`config.mk`:
```
export PLATFORM = sky130hd
export DESIGN_NAME = fmq_cmd_deframer
export DESIGN_NICKNAME = d
export VERILOG_FILES = /design/src/rtl/fmq_pkg.sv /design/src/rtl/fmq_cmd_timeout.sv /design/src/rtl/fmq_cmd_deframer.sv
export SDC_FILE = /design/constraint.sdc
export NUM_CORES = 1
export LEC_CHECK = 0
export BUFFER_PORTS_ARGS = -buffer_cell sky130_fd_sc_hd__buf_2
export CORE_MARGIN = 2
export CORE_UTILIZATION = 50
export DETAILED_ROUTE_END_ITERATION = 6
export GPL_ROUTABILITY_DRIVEN = 0
export GPL_TIMING_DRIVEN = 1
export PLACE_DENSITY = 0.78
export SYNTH_ARGS = -nofsm -noshare
export SYNTH_HDL_FRONTEND = slang
export SYNTH_HIERARCHICAL = 1
export SYNTH_SLANG_ARGS = --single-unit
```
`constraint.sdc`:
```
create_clock -name clk -period 2.6 [get_ports clk]
set_clock_uncertainty 0.2 [all_clocks]
set_input_delay 0.13 -clock clk [delete_from_list [all_inputs] [get_ports clk]]
set_output_delay 0.13 -clock clk [all_outputs]
set_load 0.01 [all_outputs]
```
`src/rtl/fmq_pkg.sv`:
```
// Shared definitions for the levitator command path: opcodes, field widths,
// deframer state encoding and small helpers.
package fmq_pkg;

  // Opcodes carried in byte0 bits [6:5]
  localparam logic [1:0] OP_SET_OFFSET = 2'd0;
  localparam logic [1:0] OP_RELOAD     = 2'd1;
  localparam logic [1:0] OP_QUERY      = 2'd2;
  localparam logic [1:0] OP_UNDEF      = 2'd3;

  // Field widths fixed by the 3-byte frame format
  localparam int FMQ_OFFSET_WIDTH = 11;
  localparam int FMQ_CHAN_WIDTH   = 8;

  // Deframer states
  typedef enum logic [1:0] {
    ST_IDLE = 2'd0,
    ST_GOT1 = 2'd1,
    ST_GOT2 = 2'd2,
    ST_HOLD = 2'd3
  } fmq_state_e;

  // A start byte is flagged by its MSB
  function automatic logic is_start(input logic [7:0] b);
    return b[7];
  endfunction

  // 8-bit increment that sticks at all-ones
  function automatic logic [7:0] sat_inc8(input logic [7:0] v);
    return (v == 8'hFF) ? 8'hFF : (v + 8'd1);
  endfunction

endpackage

```
`src/rtl/fmq_cmd_timeout.sv`:
```
// Inter-byte timeout counter. Counts while run is high, restarts on clear or
// whenever run drops, and flags expired on the cycle whose edge would bring
// the count to TIMEOUT_CYCLES.
module fmq_cmd_timeout #(
  parameter int TIMEOUT_CYCLES = 16384
) (
  input  logic clk,
  input  logic rst,
  input  logic run,
  input  logic clear,
  output logic expired
);

  logic [15:0] cnt_r;

  // Cycle counter, held at zero outside a partial frame
  always_ff @(posedge clk or negedge rst) begin
    if (!rst) begin
      cnt_r <= 16'd0;
    end else if (clear || !run) begin
      cnt_r <= 16'd0;
    end else begin
      cnt_r <= cnt_r + 16'd1;
    end
  end

  assign expired = run && !clear && (cnt_r == 16'(TIMEOUT_CYCLES - 1));

endmodule

```
`src/rtl/fmq_cmd_deframer.sv`:
```
// Byte-to-command deframer: assembles 3-byte MSB-flagged frames from the UART
// receive stream and presents each command on a valid/ready handshake.
// Optional inter-byte timeout is enabled by defining CMD_TIMEOUT_EN.
module fmq_cmd_deframer
  import fmq_pkg::*;
#(
  parameter int OFFSET_WIDTH   = FMQ_OFFSET_WIDTH,
  parameter int CHAN_WIDTH     = FMQ_CHAN_WIDTH,
  parameter int TIMEOUT_CYCLES = 16384
) (
  input  logic                    clk,
  input  logic                    rst,
  input  logic [7:0]              rx_data,
  input  logic                    rx_valid,
  output logic                    rx_ready,
  output logic [1:0]              cmd_op,
  output logic [CHAN_WIDTH-1:0]   cmd_channel,
  output logic [OFFSET_WIDTH-1:0] cmd_offset,
  output logic                    cmd_valid,
  input  logic                    cmd_ready,
  output logic [7:0]              err_count
);

  fmq_state_e              state_r, next_state_s;
  logic                    rx_ready_r, cmd_valid_r;
  logic [1:0]              op_r;
  logic [CHAN_WIDTH-1:0]   chan_r;
  logic [OFFSET_WIDTH-1:0] off_r;
  logic [7:0]              err_r;

  logic accept_s;
  logic err_inc_s;
  logic latch0_s, latch1_s, latch2_s;
  logic run_s;
  logic expired_s;

  assign accept_s = rx_valid && rx_ready_r;
  assign run_s    = (state_r == ST_GOT1) || (state_r == ST_GOT2);

`ifdef CMD_TIMEOUT_EN
  fmq_cmd_timeout #(
    .TIMEOUT_CYCLES(TIMEOUT_CYCLES)
  ) u_timeout (
    .clk     (clk),
    .rst     (rst),
    .run     (run_s),
    .clear   (accept_s),
    .expired (expired_s)
  );
`else
  logic [16:0] unused_timeout_s;
  assign unused_timeout_s = {run_s, 16'(TIMEOUT_CYCLES)};
  assign expired_s        = 1'b0;
`endif

  // Next-state, field-latch strobes and error strobe
  always_comb begin
    next_state_s = state_r;
    err_inc_s    = 1'b0;
    latch0_s     = 1'b0;
    latch1_s     = 1'b0;
    latch2_s     = 1'b0;
    case (state_r)
      ST_IDLE: begin
        if (accept_s) begin
          if (is_start(rx_data)) begin
            latch0_s     = 1'b1;
            next_state_s = ST_GOT1;
          end else begin
            err_inc_s = 1'b1;
          end
        end else begin
          next_state_s = ST_IDLE;
        end
      end
      ST_GOT1: begin
        if (accept_s) begin
          if (is_start(rx_data)) begin
            err_inc_s    = 1'b1;
            latch0_s     = 1'b1;
            next_state_s = ST_GOT1;
          end else begin
            latch1_s     = 1'b1;
            next_state_s = ST_GOT2;
          end
        end else if (expired_s) begin
          err_inc_s    = 1'b1;
          next_state_s = ST_IDLE;
        end else begin
          next_state_s = ST_GOT1;
        end
      end
      ST_GOT2: begin
        if (accept_s) begin
          if (is_start(rx_data)) begin
            err_inc_s    = 1'b1;
            latch0_s     = 1'b1;
            next_state_s = ST_GOT1;
          end else begin
            latch2_s     = 1'b1;
            next_state_s = ST_HOLD;
          end
        end else if (expired_s) begin
          err_inc_s    = 1'b1;
          next_state_s = ST_IDLE;
        end else begin
          next_state_s = ST_GOT2;
        end
      end
      ST_HOLD: begin
        if (cmd_valid_r && cmd_ready) begin
          next_state_s = ST_IDLE;
        end else begin
          next_state_s = ST_HOLD;
        end
      end
      default: begin
        next_state_s = ST_IDLE;
      end
    endcase
  end

  // State register plus registered handshake flags derived from next state
  always_ff @(posedge clk or negedge rst) begin
    if (!rst) begin
      state_r     <= ST_IDLE;
      rx_ready_r  <= 1'b0;
      cmd_valid_r <= 1'b0;
    end else begin
      state_r     <= next_state_s;
      rx_ready_r  <= (next_state_s != ST_HOLD);
      cmd_valid_r <= (next_state_s == ST_HOLD);
    end
  end

  // Command field capture; no bytes are accepted in HOLD so fields stay put
  always_ff @(posedge clk or negedge rst) begin
    if (!rst) begin
      op_r   <= 2'd0;
      chan_r <= '0;
      off_r  <= '0;
    end else begin
      if (latch0_s) begin
        op_r               <= rx_data[6:5];
        chan_r[CHAN_WIDTH-1:3] <= rx_data[4:0];
      end
      if (latch1_s) begin
        chan_r[2:0]            <= rx_data[6:4];
        off_r[OFFSET_WIDTH-1:7] <= rx_data[3:0];
      end
      if (latch2_s) begin
        off_r[6:0] <= rx_data[6:0];
      end
    end
  end

  // Saturating framing-error counter, cleared only by reset
  always_ff @(posedge clk or negedge rst) begin
    if (!rst) begin
      err_r <= 8'd0;
    end else if (err_inc_s) begin
      err_r <= sat_inc8(err_r);
    end else begin
      err_r <= err_r;
    end
  end

  assign rx_ready    = rx_ready_r;
  assign cmd_valid   = cmd_valid_r;
  assign cmd_op      = op_r;
  assign cmd_channel = chan_r;
  assign cmd_offset  = off_r;
  assign err_count   = err_r;

endmodule

```
# --- Yosys cells after proc, flatten, opt, wreduce, memory -nomap -nowiden ---
# Cells that the tools add are included.
totals:
  register_bits: 33
  wordCells: 38
classes:
  addsub: 1
  eq_ne: 6
  muxes: 17
  n_reduce_logical: 5
op_table:
  columns: ["op", "count"]
  rows:
  - ["two-way mux 2 bit", 7]
  - ["adder 8 x 1 -> 8 bit (second input constant)", 1]
  - ["== test 8 bit (second input constant)", 1]
  - ["two-way mux 8 bit", 1]
  - ["case mux 2 bit (4 select lines)", 1]
  - ["two-way mux 1 bit", 7]
  - ["== test 2 bit (second input constant)", 3]
  - ["OR reduction 3 bit", 1]
  - ["== test 2 x 1 -> 1 bit (second input constant)", 1]
  - ["logical AND 1 bit", 2]
  - ["logical NOT 2 bit", 1]
  - ["!= test 2 bit (second input constant)", 1]
  - ["case mux 1 bit (2 select lines)", 1]
  - ["OR reduction 2 bit", 1]

# --- Depth between registers and ports, before layout ---
# Gate-level depths: netlist (run 1).
logic_depth:
  ltp_word: 4
  depth_mapped: 6
  mapped_depth_nobuf: 6

# --- Least setup slack after synthesis (run 1) ---
# Ideal clock, no wire load.
synth_timing:
  kind: "reg2reg"
  startpoint: "reg state_r[0]"
  endpoint: "reg err_r[7] (netlist: err_count[7])"
  setup_ps: 125
  arrival_time_ps: 1723
  required_ps: 2275
  path_slack_ps: 552
  stages_incl_launch_ff: 7
  path_buffers: 0
  synth_period_minus_slack_ps: 2048
  cell_sequence: "dfrtp_1 -> inv_1 -> ha_1 -> mux2i_1 -> or3_4 -> nor4_2 -> mux2_2"
synth_via:
  elab_chain_cells: 3
synth_rtl:
  columns: ["item", "line_no", "rtl"]
  rows:
  - ["start: declaration", "fmq_cmd_deframer.sv:24", "fmq_state_e state_r, next_state_s;"]
  - ["start signal: assignment", "fmq_cmd_deframer.sv:130", "state_r <= next_state_s;"]
  - ["== test 2 x 1 -> 1 bit / == test 2 bit (equally long branches)", "fmq_cmd_deframer.sv:63", "case (state_r)"]
  - ["OR reduction 2 bit (no line)", null, null]
  - ["case mux 1 bit (2 select lines) *", "fmq_cmd_deframer.sv:63", null]
  - ["end signal: assignment", "fmq_cmd_deframer.sv:162", "err_r <= sat_inc8(err_r);"]
  - ["end signal: assignment", "fmq_cmd_deframer.sv:164", "err_r <= err_r;"]
  - ["end: declaration", "fmq_cmd_deframer.sv:29", "logic [7:0] err_r;"]
# Mark *: on every way between the ends. The rest lies on a longest branch, timed or not.
# A chain may end at the register's enable or synchronous reset.

# --- Worst setup path in the final report (run 1) ---
# Same ends and word-level chain as after synthesis.

==> results.toml, run 1 <==
[synth]
post_synth_fa_ha_maj_area_fraction = 0.0431
synth_cell_types = 30
synth_xor_xnor_area_share = 0
ys_ff_latch = 33
synth_seq_area_share = 0.569
synth.avg_cell_area_um2 = 13.1
synthFlopType = "dfrtp_1"
post_synth_and_or_nand_nor_area_fraction = 0.109
synth_fp_nets = 128
post_synth_inst_count = 111
postSynth.asyncResetShare = 1.00
synth-compound-area-share = 0.0880
proportion_of_synthesized_area_in_mux_cells = 0.178
yosysWarningCount = 6
largest_family_of_logic_cells_by_synthesized_area = "multiplexers"
synth_enable_flop_cells = 0
post_synthesis_instance_area_mm2 = 0.00145

[power]
p_int_uw = 1380
p_seq_frac = 0.410
power.density_cell_area_mw_per_mm2 = 1180
leakagePower_uw = 0.000902
clockPowerShare = 0.175
comb_power_share = 0.415
switching_power_share_of_the_total = 0.372
total_switching_power_uw = 820
peakVddDrop_v = 0.000898
finalPower_uw = 2200

[grt]
grt_overflow_total = 0
antenna_found_initial = 0
wire_length_of_the_first_global_routing_pass_mm = 5.27
first_global_vias = 1151
grt_start_max_net_pins = 34
grt_usage = 0.212

[finish]
n_antenna_cell = 0
multiInputGateArea_um2 = 606
mostFrequentLayoutCell = "buf_2"
layout.nets = 186
regArea_um2 = 826
layout.cells.most_common_list = "42 x buf_2, 33 x dfrtp_1, 22 x mux2_2"
layout_stage_area_growth_over_the_synthesis_result_pct = 29.2
final_layout_size_suffix_gt1_frac = 0.441
fillers = 220

[drt]
vias = 1117
ant_nets_after_route = 0
detail_route.wl_per_cell_um = 15.6
routed_wirelength_mm = 3.13
detail_route.drc_violations = 0
dr.first_iter.drc_count = 44
vias_per_cell = 5.56
drtPass1Iterations = 4

[worst_setup_path]
critPathTopFamily = "simple AND/OR/NAND/NOR gates"
timing.critical_path.slowest_cell_delay_ps = 430
crit_required_ps = 2630
cp-start-kind = "flip-flop"
setup.worst_path.end_class = "flip-flop"
crit_fanout = 5
path_cells = "inv_1 -> ha_1 -> mux2i_1 -> or3_4 -> nor4_2 -> mux2_2"
setup.worst_path.class = "flip-flop to flip-flop"
crit_arrival_ps = 2220
crit_slowest_cell = "dfrtp_1"
total_buffers_and_inverters_traversed_by_the_critical_path = 1

[cts]
clock-sinks = 33
cts_made_buffers = 5
cts_tree = "yes"
clk_pin_slew_ps = 100
cts_htree_levels = 2
worstSkewPairLatency_ps = 340
post_cts_resize_count = 0
cts-root-buf = "clkbuf_4"
clk_path_buf_depth = 2

[timing]
setup_violations = 0
post_route_setup_tns_ps = 0
slew_violations = 0
achievable-frequency_mhz = 457
maxSlewHeadroom = 0.523
grt_setup_unrepaired = "no"
hold_violations = 0
final_period_minus_worst_setup_slack_ps = 2190
finalCritPeriodShare = 0.842
timing_worst_slew_pin_value_ps = 715

[placed_design]
io_buffer_count = 42
detailedPlacementHpwl_mm = 2.22

[floorplanning]
coreArea_mm2 = 0.00276
placementRows = 19
dieHeight_um = 57.9
top_level_ports = 43
die_area_mm2 = 0.00335
floorplan.die.width_um = 57.9
start_util = 0.526

[min_path]
worst_hold_path_type = "input pin to flip-flop"

[flow_run]
maxCapViolations = 0

[run_status]
status = "finished, final reports clean"
-- routing by layer --
metal  global-route usage  wire (um)  vias to the layer above  share of wire
li1                     -          -                      526              -
met4                0.110         50                        0          0.016
met3               0.0625        193                        7          0.062
met1                0.239       1180                      543           0.38
met5                    0          0                        -              0
met2                0.364       1700                       41           0.54
-- stage by stage --
| step | cell area (um2) | worst slack (ps) | utilization | hold WS, ps | std cells |
|---|---|---|---|---|---|
| floorplan | 1450 | 552 | - | -366 | 111 |
| global placement | 1700 | 525 | 0.616 | 14.2 | 184 |
| detailed placement | 1700 | 453 | 0.616 | 19.9 | 184 |
| CTS | 1870 | 419 | 0.679 | 29.5 | 201 |
| global route | 1870 | 266 | 0.679 | 50.6 | 201 |
| finish | 1870 | 410 | 0.679 | 53.3 | 201 |
-- tightest hold or removal path, stage by stage --
cell and delay, ps:
buf_2 120, a31oi_1 170, a31oi_1 130
-- registers in the layout, summed over array words and instances (netlist names) --
| signal | count |
|---|---|
| cmd_channel | 8 |
| cmd_valid | 1 |
| state_r | 2 |
| rx_ready | 1 |
| err_count | 8 |
| cmd_offset | 11 |
| cmd_op | 2 |
-- synth_stat cells, types with 2 or more instances --
library cell  number  share of area
nand3_1            2         0.0069
nand4_1            2         0.0086
mux2_2            22           0.17
nand2_1            8          0.021
inv_1              5          0.013
a31oi_1            4          0.017
dfrtp_1           33           0.57
and2_1             2         0.0086
ha_1               5          0.043
nor2_1             3         0.0078
a21oi_1            4          0.014
o22a_1             3          0.018
-- worst paths after layout --
path | slack, ps | endpoint | cells past startpoint | startpoint
worst min-delay path | 50 | state_r[0] | 3 | rx_valid
max in group asynchronous | 1570 | cmd_channel[2] | 2 | rst
worst min register to register | 310 | cmd_channel[3] | 1 | cmd_channel[3]
worst max register to register | 410 | err_count[7] | 6 | state_r[0]
min in group asynchronous | 170 | cmd_channel[5] | 2 | rst
worst max-delay path | 410 | err_count[7] | 6 | state_r[0]
-- cells by family (layout without fill, tap and decap cells) --
logic type | Yosys count | after routing
flops | 33 | 33
simple gates | 27 | 27
mux | 23 | 23
compound gates | 18 | 18
fa+ha+maj | 5 | 5
buf+inv | 5 | 64
-- power by group through the flow --
stage	Clock, uW	Sequential [uW]	Combinational (uW)
floorplan	0	992	467
global placement	0	888	869
detailed placement	0	910	905
CTS	396	901	919
global route	413	937	1010
finish	386	902	914
-- area by class of cell --
type	count	area share
tap	31	0.0207
sequential	33	0.441
clock inverter	3	0.0247
multi-input combinational	73	0.323
clock buffer	5	0.0200
timing repair buffer	51	0.160
inverter	5	0.0100
-- what timing repair did --
action	CTS	global route
hold buffers	9	0
setup buffers	0	0
endpoints found under the hold margin	56	0
setup endpoints to repair	0	0
(Power assumes the default switching activity.)
==> inputs of run 2 (changes only) <==
--- a/config.mk
+++ b/config.mk
@@ -7,11 +7,11 @@
 export LEC_CHECK = 0
 export BUFFER_PORTS_ARGS = -buffer_cell sky130_fd_sc_hd__buf_2
 export CORE_MARGIN = 2
-export CORE_UTILIZATION = 50
+export CORE_UTILIZATION = 45
 export DETAILED_ROUTE_END_ITERATION = 6
 export GPL_ROUTABILITY_DRIVEN = 0
 export GPL_TIMING_DRIVEN = 1
-export PLACE_DENSITY = 0.78
+export PLACE_DENSITY = 0.74
 export SYNTH_ARGS = -nofsm -noshare
 export SYNTH_HDL_FRONTEND = slang
 export SYNTH_HIERARCHICAL = 1
==> constraint.sdc (replaced) <==
create_clock -name clk -period 1.9 [get_ports clk]
set_clock_uncertainty 0.2 [all_clocks]
set_input_delay 0.095 -clock clk [delete_from_list [all_inputs] [get_ports clk]]
set_output_delay 0.095 -clock clk [all_outputs]
set_load 0.01 [all_outputs]
==> results.toml, run 2 (synthesis gave the netlist of run 1 again) <==
[finish]
layout_stage_area_growth_over_the_synthesis_result_pct = 45.1
n_antenna_cell = 0
fillers = 238
layout.cells.most_common_list = "42 x buf_2, 33 x dfrtp_1, 21 x mux2_2"
final_layout_size_suffix_gt1_frac = 0.556
layout.nets = 204
mostFrequentLayoutCell = "buf_2"
stdcell_count = 231
largest_reg_flops = 11

[drt]
met3WireLength_um = 204
met2RoutedLength_mm = 1.80
vias = 1216
topRoutingLayerUsed = "met4"
vias_per_cell = 5.26
ant_nets_after_route = 0
detail_route.drc_violations = 0
dr.first_iter.drc_count = 60
drtPass1Iterations = 4
route.layer.met1.wl_mm = 1.45
routed_wirelength_mm = 3.55
detail_route.wl_per_cell_um = 15.4

[grt]
grt_usage = 0.209
grt_overflow_total = 0
grt_start_max_net_pins = 34
wire_length_of_the_first_global_routing_pass_mm = 5.49
first_global_vias = 1210
antenna_found_initial = 0

[run_status]
violations = "setup timing"
status = "finished with violations"

[worst_setup_path]
crit_arrival_ps = 2080
timing.critical_path.slowest_cell_delay_ps = 400
setup.worst_path.class = "flip-flop to flip-flop"
path_cells = "inv_2 -> ha_4 -> mux2i_2 -> or3_4 -> nor4_4 -> mux2_4"
crit_slowest_cell = "dfrtp_1"
setup.worst_path.end_class = "flip-flop"
crit_required_ps = 1940
r2r-start = "state_r[1]"
critPathTopFamily = "simple AND/OR/NAND/NOR gates"
total_buffers_and_inverters_traversed_by_the_critical_path = 1
cp-start-kind = "flip-flop"
critical_path_origin = "state_r[1]"
crit_fanout = 3

[floorplanning]
placementRows = 20
start_util = 0.475
dieHeight_um = 60.8
coreArea_mm2 = 0.00305
floorplan.die.width_um = 60.8
top_level_ports = 43
die_area_mm2 = 0.00369

[placed_design]
detailedPlacementHpwl_mm = 2.30
io_buffer_count = 42
placed_cells_incl_taps = 211

[power]
p_seq_frac = 0.369
total_switching_power_uw = 1290
switching_power_share_of_the_total = 0.384
clockPowerShare = 0.120
power.density_cell_area_mw_per_mm2 = 1600
comb_power_share = 0.511
peakVddDrop_v = 0.000813
leakagePower_uw = 0.000995
p_int_uw = 2070

[timing]
achievable-frequency_mhz = 490
hold-worst-slack_ps = 82.4
slew_violations = 0
final_period_minus_worst_setup_slack_ps = 2040
timing_worst_slew_pin_value_ps = 712
maxSlewHeadroom = 0.525
setup_violations = 2
finalCritPeriodShare = 1.07
grt_setup_unrepaired = "yes"
timing.final.ws_setup_ps = -139
hold_violations = 0

[min_path]
worst_hold_path_type = "input pin to flip-flop"
hold_start = "cmd_ready"

[cts]
worstSkewPairLatency_ps = 340
cts-root-buf = "clkbuf_4"
cts_tree = "yes"
clk_path_buf_depth = 2
cts_made_buffers = 5
clk_pin_slew_ps = 110
cts_htree_levels = 2
clock-sinks = 33

[flow_run]
maxCapViolations = 0
[run 2: cell count changes in the layout (fill, tap and decap cells not counted), sizes merged]
cell,delta
clkbuf,+2
clkinv,-1
dlygate4sd3,+1
clkinvlp,-1
bufinv,-1
buf,+17
[run 2: worst paths after layout]
path                                end  slack (ps)  cells after the start
min                          state_r[0]          80                      4
min in group asynchronous  err_count[7]         120                      2
max in group asynchronous     cmd_valid         890                      2
max                        err_count[7]        -140                      6
min reg2reg                   cmd_op[1]         300                      1
max reg2reg                err_count[7]        -140                      6
[run 2: what timing repair did]
| item | in CTS | in global routing |
|---|---|---|
| hold endpoints to repair | 57 | 0 |
| gates resized for setup | 5 | 16 |
| hold buffers | 10 | 0 |
| buffers inserted | 2 | 1 |
| pin swaps | 2 | 7 |
| setup endpoints to repair | 4 | 14 |
[run 2: layout make-up]
cell class | count | area [um2] | area share
inverters | 5 | 18.8 | 0.00892
repair buffers | 69 | 442 | 0.210
multi-input cells | 73 | 708 | 0.337
clock buffers | 7 | 55.1 | 0.0262
well taps | 44 | 55.1 | 0.0262
flip-flops and latches | 33 | 826 | 0.392
[run 2: layer usage]
metal	vias up	GRT usage
met1	599	0.254
met3	10	0.0576
met4	0	0.109
met2	48	0.339
li1	559	-
met5	-	0
[run 2: power groups by stage]
stage	logic, uW	registers (uW)	clock network [uW]
after CTS	1540	1220	419
after global routing	1850	1280	451
final	1720	1240	404
after detailed placement	1430	1240	0
after global placement	1380	1220	0
after floorplan	638	1360	0
[run 2: metrics by stage]
step | worst slack (ps) | TNS [ps] | total power, uW | util | area [um2]
after detailed placement | -188 | -301 | 2670 | 0.596 | 1820
final | -139 | -163 | 3360 | 0.689 | 2100
after floorplan | -148 | -148 | 2000 | - | 1450
after global routing | -196 | -493 | 3590 | 0.689 | 2100
after global placement | -119 | -122 | 2590 | 0.596 | 1820
after CTS | -152 | -188 | 3180 | 0.661 | 2020
[run 2: tightest hold or removal path, cell delays in order]
cell,delay (ps)
buf_2,80
a21boi_1,80
a31oi_1,190
a31oi_2,140
